$ cat config.mk
export PLATFORM = sky130hd
export DESIGN_NAME = seven_seg_mux
export DESIGN_NICKNAME = d
export VERILOG_FILES = /design/src/rtl/seven_seg_pkg.sv /design/src/rtl/seg_hex_decode.sv /design/src/rtl/seven_seg_mux.sv
export SDC_FILE = /design/constraint.sdc
export NUM_CORES = 1
export LEC_CHECK = 0
export ABC_AREA = 0
export CAP_MARGIN = 20
export CORE_UTILIZATION = 59
export DETAILED_ROUTE_END_ITERATION = 10
export GPL_ROUTABILITY_DRIVEN = 0
export PLACE_DENSITY = 0.84
export REMOVE_ABC_BUFFERS = 1
export SLEW_MARGIN = 30
export SYNTH_ARGS = -nofsm -noshare
export SYNTH_HDL_FRONTEND = slang
export SYNTH_SLANG_ARGS = --single-unit
$ cat constraint.sdc
create_clock -name clk -period 3.05 [get_ports clk]
set_input_delay 0.61 -clock clk [delete_from_list [all_inputs] [get_ports clk]]
set_output_delay 0.61 -clock clk [all_outputs]
set_load 0.005 [all_outputs]
$ cat src/rtl/seven_seg_pkg.sv
// rtl/seven_seg_pkg.sv - shared state type, dark pattern and hex segment table for seven_seg_mux
package seven_seg_pkg;

   typedef enum logic {BLANK, SHOW} seg_state_t;

   localparam logic [6:0] SEG_OFF = 7'h7F;

   // Patterns are {g,f,e,d,c,b,a}, active-low
   function automatic logic [6:0] hex_to_seg(input logic [3:0] v);
      logic [6:0] s;
      case (v)
         4'h0: s = 7'b1000000;
         4'h1: s = 7'b1111001;
         4'h2: s = 7'b0100100;
         4'h3: s = 7'b0110000;
         4'h4: s = 7'b0011001;
         4'h5: s = 7'b0010010;
         4'h6: s = 7'b0000010;
         4'h7: s = 7'b1111000;
         4'h8: s = 7'b0000000;
         4'h9: s = 7'b0011000;
         4'hA: s = 7'b0001000;
         4'hB: s = 7'b0000011;
         4'hC: s = 7'b0100111;
         4'hD: s = 7'b0100001;
         4'hE: s = 7'b0000110;
         default: s = 7'b0001110;
      endcase
      return s;
   endfunction

endpackage

$ cat src/rtl/seg_hex_decode.sv
// rtl/seg_hex_decode.sv - combinational 4-bit hex to active-low seven-segment decoder
module seg_hex_decode
   import seven_seg_pkg::*;
(
   input  logic [3:0] nibble,
   output logic [6:0] seg
);

   assign seg = hex_to_seg(nibble);

endmodule

$ cat src/rtl/seven_seg_mux.sv
// rtl/seven_seg_mux.sv - multiplexed hex seven-segment driver with blanking gaps and double-buffered digits
// Define SEVEN_SEG_LZB_EN to blank leading zero digits.
module seven_seg_mux
   import seven_seg_pkg::*;
#(
   parameter int NUM_DIGITS      = 4,
   parameter int TICKS_PER_DIGIT = 1024,
   parameter int BLANK_TICKS     = 16
) (
   input  logic                    clk,
   input  logic                    reset_n,
   input  logic                    en,
   input  logic                    load,
   input  logic [4*NUM_DIGITS-1:0] digits_i,
   output logic [6:0]              seg,
   output logic [NUM_DIGITS-1:0]   anode,
   output logic                    frame_done
);

   localparam int TICK_MAX = (TICKS_PER_DIGIT > BLANK_TICKS) ? TICKS_PER_DIGIT : BLANK_TICKS;
   localparam int TW       = $clog2(TICK_MAX + 1);
   localparam int IW       = $clog2(NUM_DIGITS);
   localparam logic [TW-1:0] SHOW_LAST  = TW'(TICKS_PER_DIGIT - 1);
   localparam logic [TW-1:0] BLANK_LAST = TW'(BLANK_TICKS - 1);
   localparam logic [IW-1:0] IDX_LAST   = IW'(NUM_DIGITS - 1);

   seg_state_t              state_q, state_d;
   logic [TW-1:0]           tick_q, tick_d;
   logic [IW-1:0]           idx_q, idx_d;
   logic [4*NUM_DIGITS-1:0] shadow_q, pending_q;
   logic                    pend_valid_q;
   logic                    boundary;
   logic                    digit_dark;
   logic [3:0]              cur_nibble;
   logic [6:0]              cur_seg;
   logic [6:0]              seg_d;
   logic [NUM_DIGITS-1:0]   anode_d;

   // idx only moves on SHOW->BLANK, so the digit about to be lit is always idx_q
   assign cur_nibble = shadow_q[{idx_q, 2'b00} +: 4];

   seg_hex_decode u_dec (
      .nibble (cur_nibble),
      .seg    (cur_seg)
   );

`ifdef SEVEN_SEG_LZB_EN
   always_comb begin
      digit_dark = (idx_q != '0);
      for (int k = 0; k < NUM_DIGITS; k++) begin
         if (k >= int'(idx_q) && shadow_q[4*k +: 4] != 4'h0) digit_dark = 1'b0;
      end
   end
`else
   assign digit_dark = 1'b0;
`endif

   always_comb begin
      state_d  = state_q;
      tick_d   = tick_q + 1'b1;
      idx_d    = idx_q;
      boundary = 1'b0;
      case (state_q)
         BLANK: begin
            if (tick_q == BLANK_LAST) begin
               state_d = SHOW;
               tick_d  = '0;
            end
         end
         SHOW: begin
            if (tick_q == SHOW_LAST) begin
               state_d  = BLANK;
               tick_d   = '0;
               boundary = (idx_q == IDX_LAST);
               idx_d    = boundary ? '0 : idx_q + 1'b1;
            end
         end
         default: state_d = BLANK;
      endcase
      if (!en) begin
         state_d  = BLANK;
         tick_d   = '0;
         idx_d    = '0;
         boundary = 1'b0;
      end
      // Outputs are derived from the next state so they switch on the same edge
      seg_d   = SEG_OFF;
      anode_d = '1;
      if (state_d == SHOW && !digit_dark) begin
         seg_d          = cur_seg;
         anode_d[idx_d] = 1'b0;
      end
   end

   always_ff @(posedge clk) begin
      if (!reset_n) begin
         state_q      <= BLANK;
         tick_q       <= '0;
         idx_q        <= '0;
         shadow_q     <= '0;
         pending_q    <= '0;
         pend_valid_q <= 1'b0;
         seg          <= SEG_OFF;
         anode        <= '1;
         frame_done   <= 1'b0;
      end else begin
         state_q    <= state_d;
         tick_q     <= tick_d;
         idx_q      <= idx_d;
         seg        <= seg_d;
         anode      <= anode_d;
         frame_done <= boundary;
         if (boundary && load) begin
            shadow_q     <= digits_i;
            pend_valid_q <= 1'b0;
         end else begin
            if (boundary && pend_valid_q) begin
               shadow_q     <= pending_q;
               pend_valid_q <= 1'b0;
            end
            if (load) begin
               pending_q    <= digits_i;
               pend_valid_q <= 1'b1;
            end
         end
      end
   end

endmodule

==> results of run 1 <==
## cells by family (layout without fill, tap and decap cells)
| group | after synthesis | count (layout) | share of synthesized area (%) |
|---|---|---|---|
| and+or+nand+nor | 90 | 90 | 17.8 |
| DFF | 59 | 59 | 45.7 |
| AOI/OAI and AO/OA | 51 | 51 | 14.9 |
| muxes | 24 | 24 | 11.3 |
| buffers and inverters | 24 | 59 | 3.88 |
| xor gates and xnor gates | 9 | 9 | 3.05 |
| adders and majority gates | 7 | 7 | 3.39 |
## stage by stage
step	setup slack [ns]	cells	hold WS [ns]
floorplan	0.506	249	0.427
global placement	0.473	334	0.441
detailed placement	0.399	334	0.445
CTS	0.758	349	0.463
global route	0.541	349	0.471
finish	0.768	349	0.462
## layout make-up
cell class / instances / share of cell area [%]
tap: 50 / 1.99
sequential: 59 / 37.5
clock buffer: 14 / 5.81
inverter: 9 / 1.07
multi-input combinational: 181 / 41.8
timing repair buffer: 35 / 10.8
clock inverter: 1 / 0.954
## power by group
part           internal [mW]  switching, mW
Combinational         0.0461         0.0461
Sequential             0.785        0.00705
Clock                  0.462          0.291
## sequential cells by signal, indices dropped and copies added (netlist names)
signal and cells:
anode 4, frame_done 1, state_q 1, idx_q 2, tick_q 11, shadow_q 16
pending_q 16, pend_valid_q 1, seg 7
## path summary, 6_finish.rpt
check | from | endpoint | cells after the start
hold / removal | shadow_q[13]$_SDFFE_PN0P_ | shadow_q[13]$_SDFFE_PN0P_ | 1
setup / recovery | idx_q[0]$_SDFF_PN0_ | shadow_q[10]$_SDFFE_PN0P_ | 5
hold reg to reg | shadow_q[13]$_SDFFE_PN0P_ | shadow_q[13]$_SDFFE_PN0P_ | 1
setup reg to reg | idx_q[0]$_SDFF_PN0_ | shadow_q[10]$_SDFFE_PN0P_ | 5
## worst max-delay path, stage by stage (launching register included)
cell,delay (ns)
dfxtp_1,0.59
ha_1,0.25
nand4b_1,0.22
nor4_2,0.32
nand3_1,0.52
o2bb2ai_1,0.30
## synth_stat cells
| cell | instances |
|---|---|
| o21ai_0 | 16 |
| o31ai_1 | 1 |
| and4_1 | 2 |
| nand4_1 | 5 |
| nor3_1 | 3 |
| o2bb2ai_1 | 17 |
| nor2_1 | 15 |
| nor4_1 | 1 |
| nor4_2 | 1 |
| nand3_1 | 22 |
| dfxtp_1 | 59 |
| ha_1 | 7 |
| buf_1 | 2 |
| nor2b_1 | 3 |
| mux4_2 | 4 |
| o211ai_4 | 1 |
| nand4b_1 | 1 |
| a21oi_1 | 2 |
| nand2_1 | 25 |
| o21ai_1 | 1 |
| a211oi_1 | 1 |
| a21boi_1 | 1 |
| clkbuf_1 | 5 |
| mux2i_1 | 19 |
| mux2_2 | 1 |
| o211a_1 | 1 |
| or4_4 | 2 |
| a2bb2oi_1 | 1 |
| a21o_1 | 1 |
| buf_2 | 8 |
| xnor2_1 | 4 |
| and2_1 | 2 |
| o221ai_1 | 1 |
| nand2b_1 | 2 |
| and4_2 | 1 |
| and3_1 | 1 |
| o211ai_1 | 6 |
| inv_1 | 9 |
| xor2_1 | 5 |
| o41ai_2 | 1 |
| or3_1 | 2 |
| or2_2 | 2 |
## metal layers
layer | up-vias | track usage [%] | share of wire, %
li1 | 1012 | - | -
met1 | 963 | 29.8 | 49
met2 | 40 | 40.8 | 45
met3 | 9 | 6.17 | 3.9
met4 | 0 | 15.1 | 1.7
met5 | - | 0 | 0
==> run_results.csv, run 1 <==
group,metric,value,unit
drt,ant_nets,0,
timing,slew_headroom,50.3,%
global_routing,grt_pass1_vias,1916,
drt,vias,2024,
run,maxCapViolations,0,
setup_path,cp-start-kind,"register",
clock_network,cts_buffers,9,
clock_network,cts_resized,0,
drt,viasPerCell,5.80,
global_routing,antenna_found_initial,0,
place,postPlaceCellArea,2930,um2
global_routing,grt_max_degree,33,
setup_path,cp.arrival,2.54,ns
setup_path,required,3.31,ns
floorplanning,io_pins,32,
setup_path,path_max_fanout,16,
clock_network,cts_root_buf,"clkbuf_8",
floorplanning,die_h,68.2,um
yosys,avgSynthCellArea,9.78,um2
finish,final_cell_area,3150,um2
finish,multi_input_area,1320,um2
setup_path,end_kind,"register",
floorplanning,start_util,62.8,%
place,dp_hpwl,3350,um
finish,n_antenna_cell,0,
yosys,yosysUniqueCellTypes,42,
power,power,1.64,mW
yosys,ys_top_cells_by_area,"dfxtp_1 46%, mux2i_1 7.4%, o2bb2ai_1 5.8%, nand3_1 4.3%, nand2_1 3.6%",
finish,drive_gt1_share,10.7,%
yosys,yosys_warnings,0,
worst_hold_path,hold_class,"reg -> reg",
clock_network,hold_buffers,0,
clock_network,cts_setup_buffers,0,
drt,first_pass_iters,4,
place,port_buffers,31,
run_status,status,"completed",
yosys,ys_ff_latch,59,
finish,final_cell_mix,"59 x dfxtp_1, 31 x clkdlybuf4s50_1, 25 x nand2_1",
floorplanning,dieWidth,68.2,um
timing,post-route-min-period,2.28,ns
power,leakage,1.20,nW
global_routing,overflow,0,
timing,worst_slew_pin_slew,0.741,ns
setup_path,r2r_slack,0.77,ns
yosys,synth_top_cell_by_area,"dfxtp_1",
yosys,seq_area_frac_synth,45.7,%
timing,setup_viol,0,
timing,hold_viol,0,
finish,seq_area,1180,um2
clock_network,clock_sinks,59,
yosys,syn_area,2580,um2
clock_network,cts_tree,"yes",
floorplanning,core-area,4120,um2
floorplanning,rows,23,
timing,fmax,0.438,GHz
global_routing,track_usage,25.2,%
timing,fin_crit_sh,74.8,%
clock_network,clk_path_buf_depth,2,
yosys,synth_top_area_share,45.7,%
clock_network,htree_levels,3,
setup_path,crit_type,"reg -> reg",
yosys,syn-instance-count,264,
finish,final_common_cell,"dfxtp_1",
finish,final_util,76.5,%
drt,drc_errors,0,
timing,slew_viol_final,0,
power,cellPowerDensity,521,nW/um2
floorplanning,die-area,4650,um2
drt,wirelength,5000,um
timing,grt_setup_unrepaired,"no",
drt,routedWlPerCell,14.3,um
global_routing,grt_first_pass_wirelength,8490,um
finish,nNetsFinal,322,
finish,area_delta_synth_final,21.9,%
clock_network,clkLatencyLatePin,0.34,ns
drt,initialDrtViolationCount,130,
timing,setup_tns,0,ns
timing,fin_worst_skew,0.00676,ns
power,peakVddDrop,322,uV
clock_network,clk_pin_slew,0.06,ns
finish,nFillCells,301,
No activity file was read; power rests on OpenSTA's default activity.
==> inputs of run 2 (changes only) <==
--- a/config.mk
+++ b/config.mk
@@ -7,10 +7,10 @@
 export LEC_CHECK = 0
 export ABC_AREA = 0
 export CAP_MARGIN = 20
-export CORE_UTILIZATION = 59
+export CORE_UTILIZATION = 55
 export DETAILED_ROUTE_END_ITERATION = 10
 export GPL_ROUTABILITY_DRIVEN = 0
-export PLACE_DENSITY = 0.84
+export PLACE_DENSITY = 0.79
 export REMOVE_ABC_BUFFERS = 1
 export SLEW_MARGIN = 30
 export SYNTH_ARGS = -nofsm -noshare
==> constraint.sdc (replaced) <==
create_clock -name clk -period 2.3 [get_ports clk]
set_input_delay 0.46 -clock clk [delete_from_list [all_inputs] [get_ports clk]]
set_output_delay 0.46 -clock clk [all_outputs]
set_load 0.005 [all_outputs]
==> run 2 against run 1 <==
Effect of this change:
- the run now ends with DRC left
- worst hold slack got worse by 0.0033 ns
- clock-buffer cell count unchanged
- clock power increased by 10%
- via count decreased by 1.4%
- clock skew decreased by 0.0012 ns
- sequential cell count unchanged
- critical path depth increased by 1
- die area increased by 7.1%
- total power increased by 23%
- cell area about the same
- cell count increased by 2.0%
- first-iteration DRC count decreased by 14%
- critical path type unchanged
==> run_results.csv, run 2 (same netlist as run 1, synthesis figures left out) <==
group,metric,value,unit
finish,area_delta_synth_final,21.9,%
drt,wirelength,4890,um
global_routing,antenna_found_initial,0,
drt,initialDrtViolationCount,112,
finish,nNetsFinal,326,
drt,ant_nets,0,
setup_path,worst_r2r_path_depth,6,
timing,fin_crit_sh,88.9,%
drt,first_pass_iters,7,
timing,fin_worst_skew,0.00551,ns
clock_network,htree_levels,3,
global_routing,overflow,0,
timing,grt_setup_unrepaired,"no",
clock_network,clk_pin_slew,0.06,ns
run_status,violations,"DRC",
clock_network,clk_path_buf_depth,2,
drt,vias,1995,
clock_network,cts_buffers,9,
place,place_ws,0.185,ns
clock_network,clock_sinks,59,
drt,drc_errors,10,
global_routing,grt_max_degree,33,
floorplanning,die_h,70.5,um
timing,fmax,0.489,GHz
worst_hold_path,hold_class,"reg -> reg",
drt,viasPerCell,5.60,
floorplanning,die-area,4970,um2
finish,final_cell_mix,"59 x dfxtp_1, 31 x clkdlybuf4s50_1, 25 x nand2_1",
floorplanning,io_pins,32,
power,cellPowerDensity,639,nW/um2
clock_network,cts_setup_buffers,0,
setup_path,r2r_slack,0.25,ns
setup_path,timing.rr.start,"idx_q[0]$_SDFF_PN0_",
timing,worst_slew_pin_slew,0.388,ns
place,dp_hpwl,3420,um
floorplanning,core-area,4440,um2
setup_path,crit_type,"reg -> reg",
timing,post-route-min-period,2.05,ns
setup_path,end_kind,"register",
global_routing,grt_pass1_vias,1878,
finish,final_util,70.8,%
floorplanning,start_util,58.1,%
timing,setup_viol,0,
clock_network,clkLatencyLatePin,0.33,ns
global_routing,track_usage,22.1,%
worst_hold_path,worstHoldStart,"pending_q[5]$_SDFFE_PN0P_",
finish,reg_top3,"pending_q (16), shadow_q (16), tick_q (11)",
setup_path,r2r_end,"seg[3]$_SDFF_PN1_",
floorplanning,rows,24,
run_status,status,"complete, but fails checks",
setup_path,cp.arrival,2.25,ns
run,maxCapViolations,0,
timing,hold_viol,0,
finish,n_antenna_cell,0,
finish,nFillCells,345,
timing,slew_headroom,74.1,%
setup_path,required,2.50,ns
drt,routedWlPerCell,13.7,um
finish,drive_gt1_share,11.2,%
clock_network,cts_root_buf,"clkbuf_8",
clock_network,cts_tree,"yes",
finish,final_common_cell,"dfxtp_1",
timing,fin_ws,0.255,ns
place,port_buffers,31,
timing,slew_viol_final,0,
setup_path,cp-start-kind,"register",
power,peakVddDrop,561,uV
setup_path,path_max_fanout,6,
clock_network,cts_resized,0,
worst_hold_path,hold_depth,2,
power,leakage,1.20,nW
floorplanning,dieWidth,70.5,um
finish,fin_cells,356,
clock_network,hold_buffers,0,
global_routing,grt_first_pass_wirelength,8450,um
place,dp_cells,340,
worst_hold_path,hold_end,"pending_q[5]$_SDFFE_PN0P_",
==> run 2: cell types whose count changed in the layout (fill, tap and decap cells not counted) <==
cell and change:
buf_12 +1, clkinv_2 +2, bufinv_16 -1, clkbuf_1 +2, a21boi_2 -1, a21boi_1 +1
clkbuf_8 -2, buf_4 +3
==> run 2: routing by layer <==
metal / vias up / GRT usage, % / share of wire (%)
li1: 1026 / - / -
met1: 926 / 27.7 / 49
met2: 36 / 35.3 / 46
met3: 7 / 5.19 / 3.1
met4: 0 / 12.2 / 1.9
met5: - / 0 / 0
==> run 2: how the worst max path moves through the flow <==
stage                     slack, ns                 from                   endpoint  cells past startpoint
after floorplan               -0.24  idx_q[0]$_SDFF_PN0_  pending_q[0]$_SDFFE_PN0P_                      4
after global placement         0.24                   en  shadow_q[12]$_SDFFE_PN0P_                      6
after detailed placement       0.18                   en  shadow_q[15]$_SDFFE_PN0P_                      6
after CTS                      0.26  idx_q[0]$_SDFF_PN0_          seg[3]$_SDFF_PN1_                      6
after global routing           0.13  idx_q[0]$_SDFF_PN0_          seg[3]$_SDFF_PN1_                      6
final                          0.25  idx_q[0]$_SDFF_PN0_          seg[3]$_SDFF_PN1_                      6
==> run 2: power by group <==
part           internal (mW)  leakage, nW  switching (mW)  total, mW
registers               1.04        0.479         0.00956       1.05
logic                 0.0654        0.632          0.0633      0.129
clock network          0.447       0.0905           0.383      0.831
==> run 2: metrics by stage <==
stage,cell area [um2],total power [mW],hold slack [ns],TNS [ns]
floorplan,2520,1.12,0.427,-3.84
global placement,2980,1.20,0.441,0
detailed placement,2980,1.20,0.447,0
CTS,3150,2.02,0.462,0
global route,3150,2.07,0.480,0
finish,3150,2.01,0.459,0
==> run 2: layout make-up <==
type / count / area, um2 / area share, %
tap: 52 / 65.1 / 2.07
inverter: 9 / 33.8 / 1.07
sequential: 59 / 1180 / 37.5
clock buffer: 14 / 163 / 5.17
multi-input combinational: 181 / 1310 / 41.7
clock inverter: 2 / 10.0 / 0.318
timing repair buffer: 39 / 383 / 12.2
==> run 2: worst max-delay path: stages (launching register included) <==
cell      delay, ns
dfxtp_1        0.41
mux4_2         0.60
inv_1          0.15
ha_1           0.27
and2_1         0.15
a211oi_1       0.22
o31ai_1        0.11
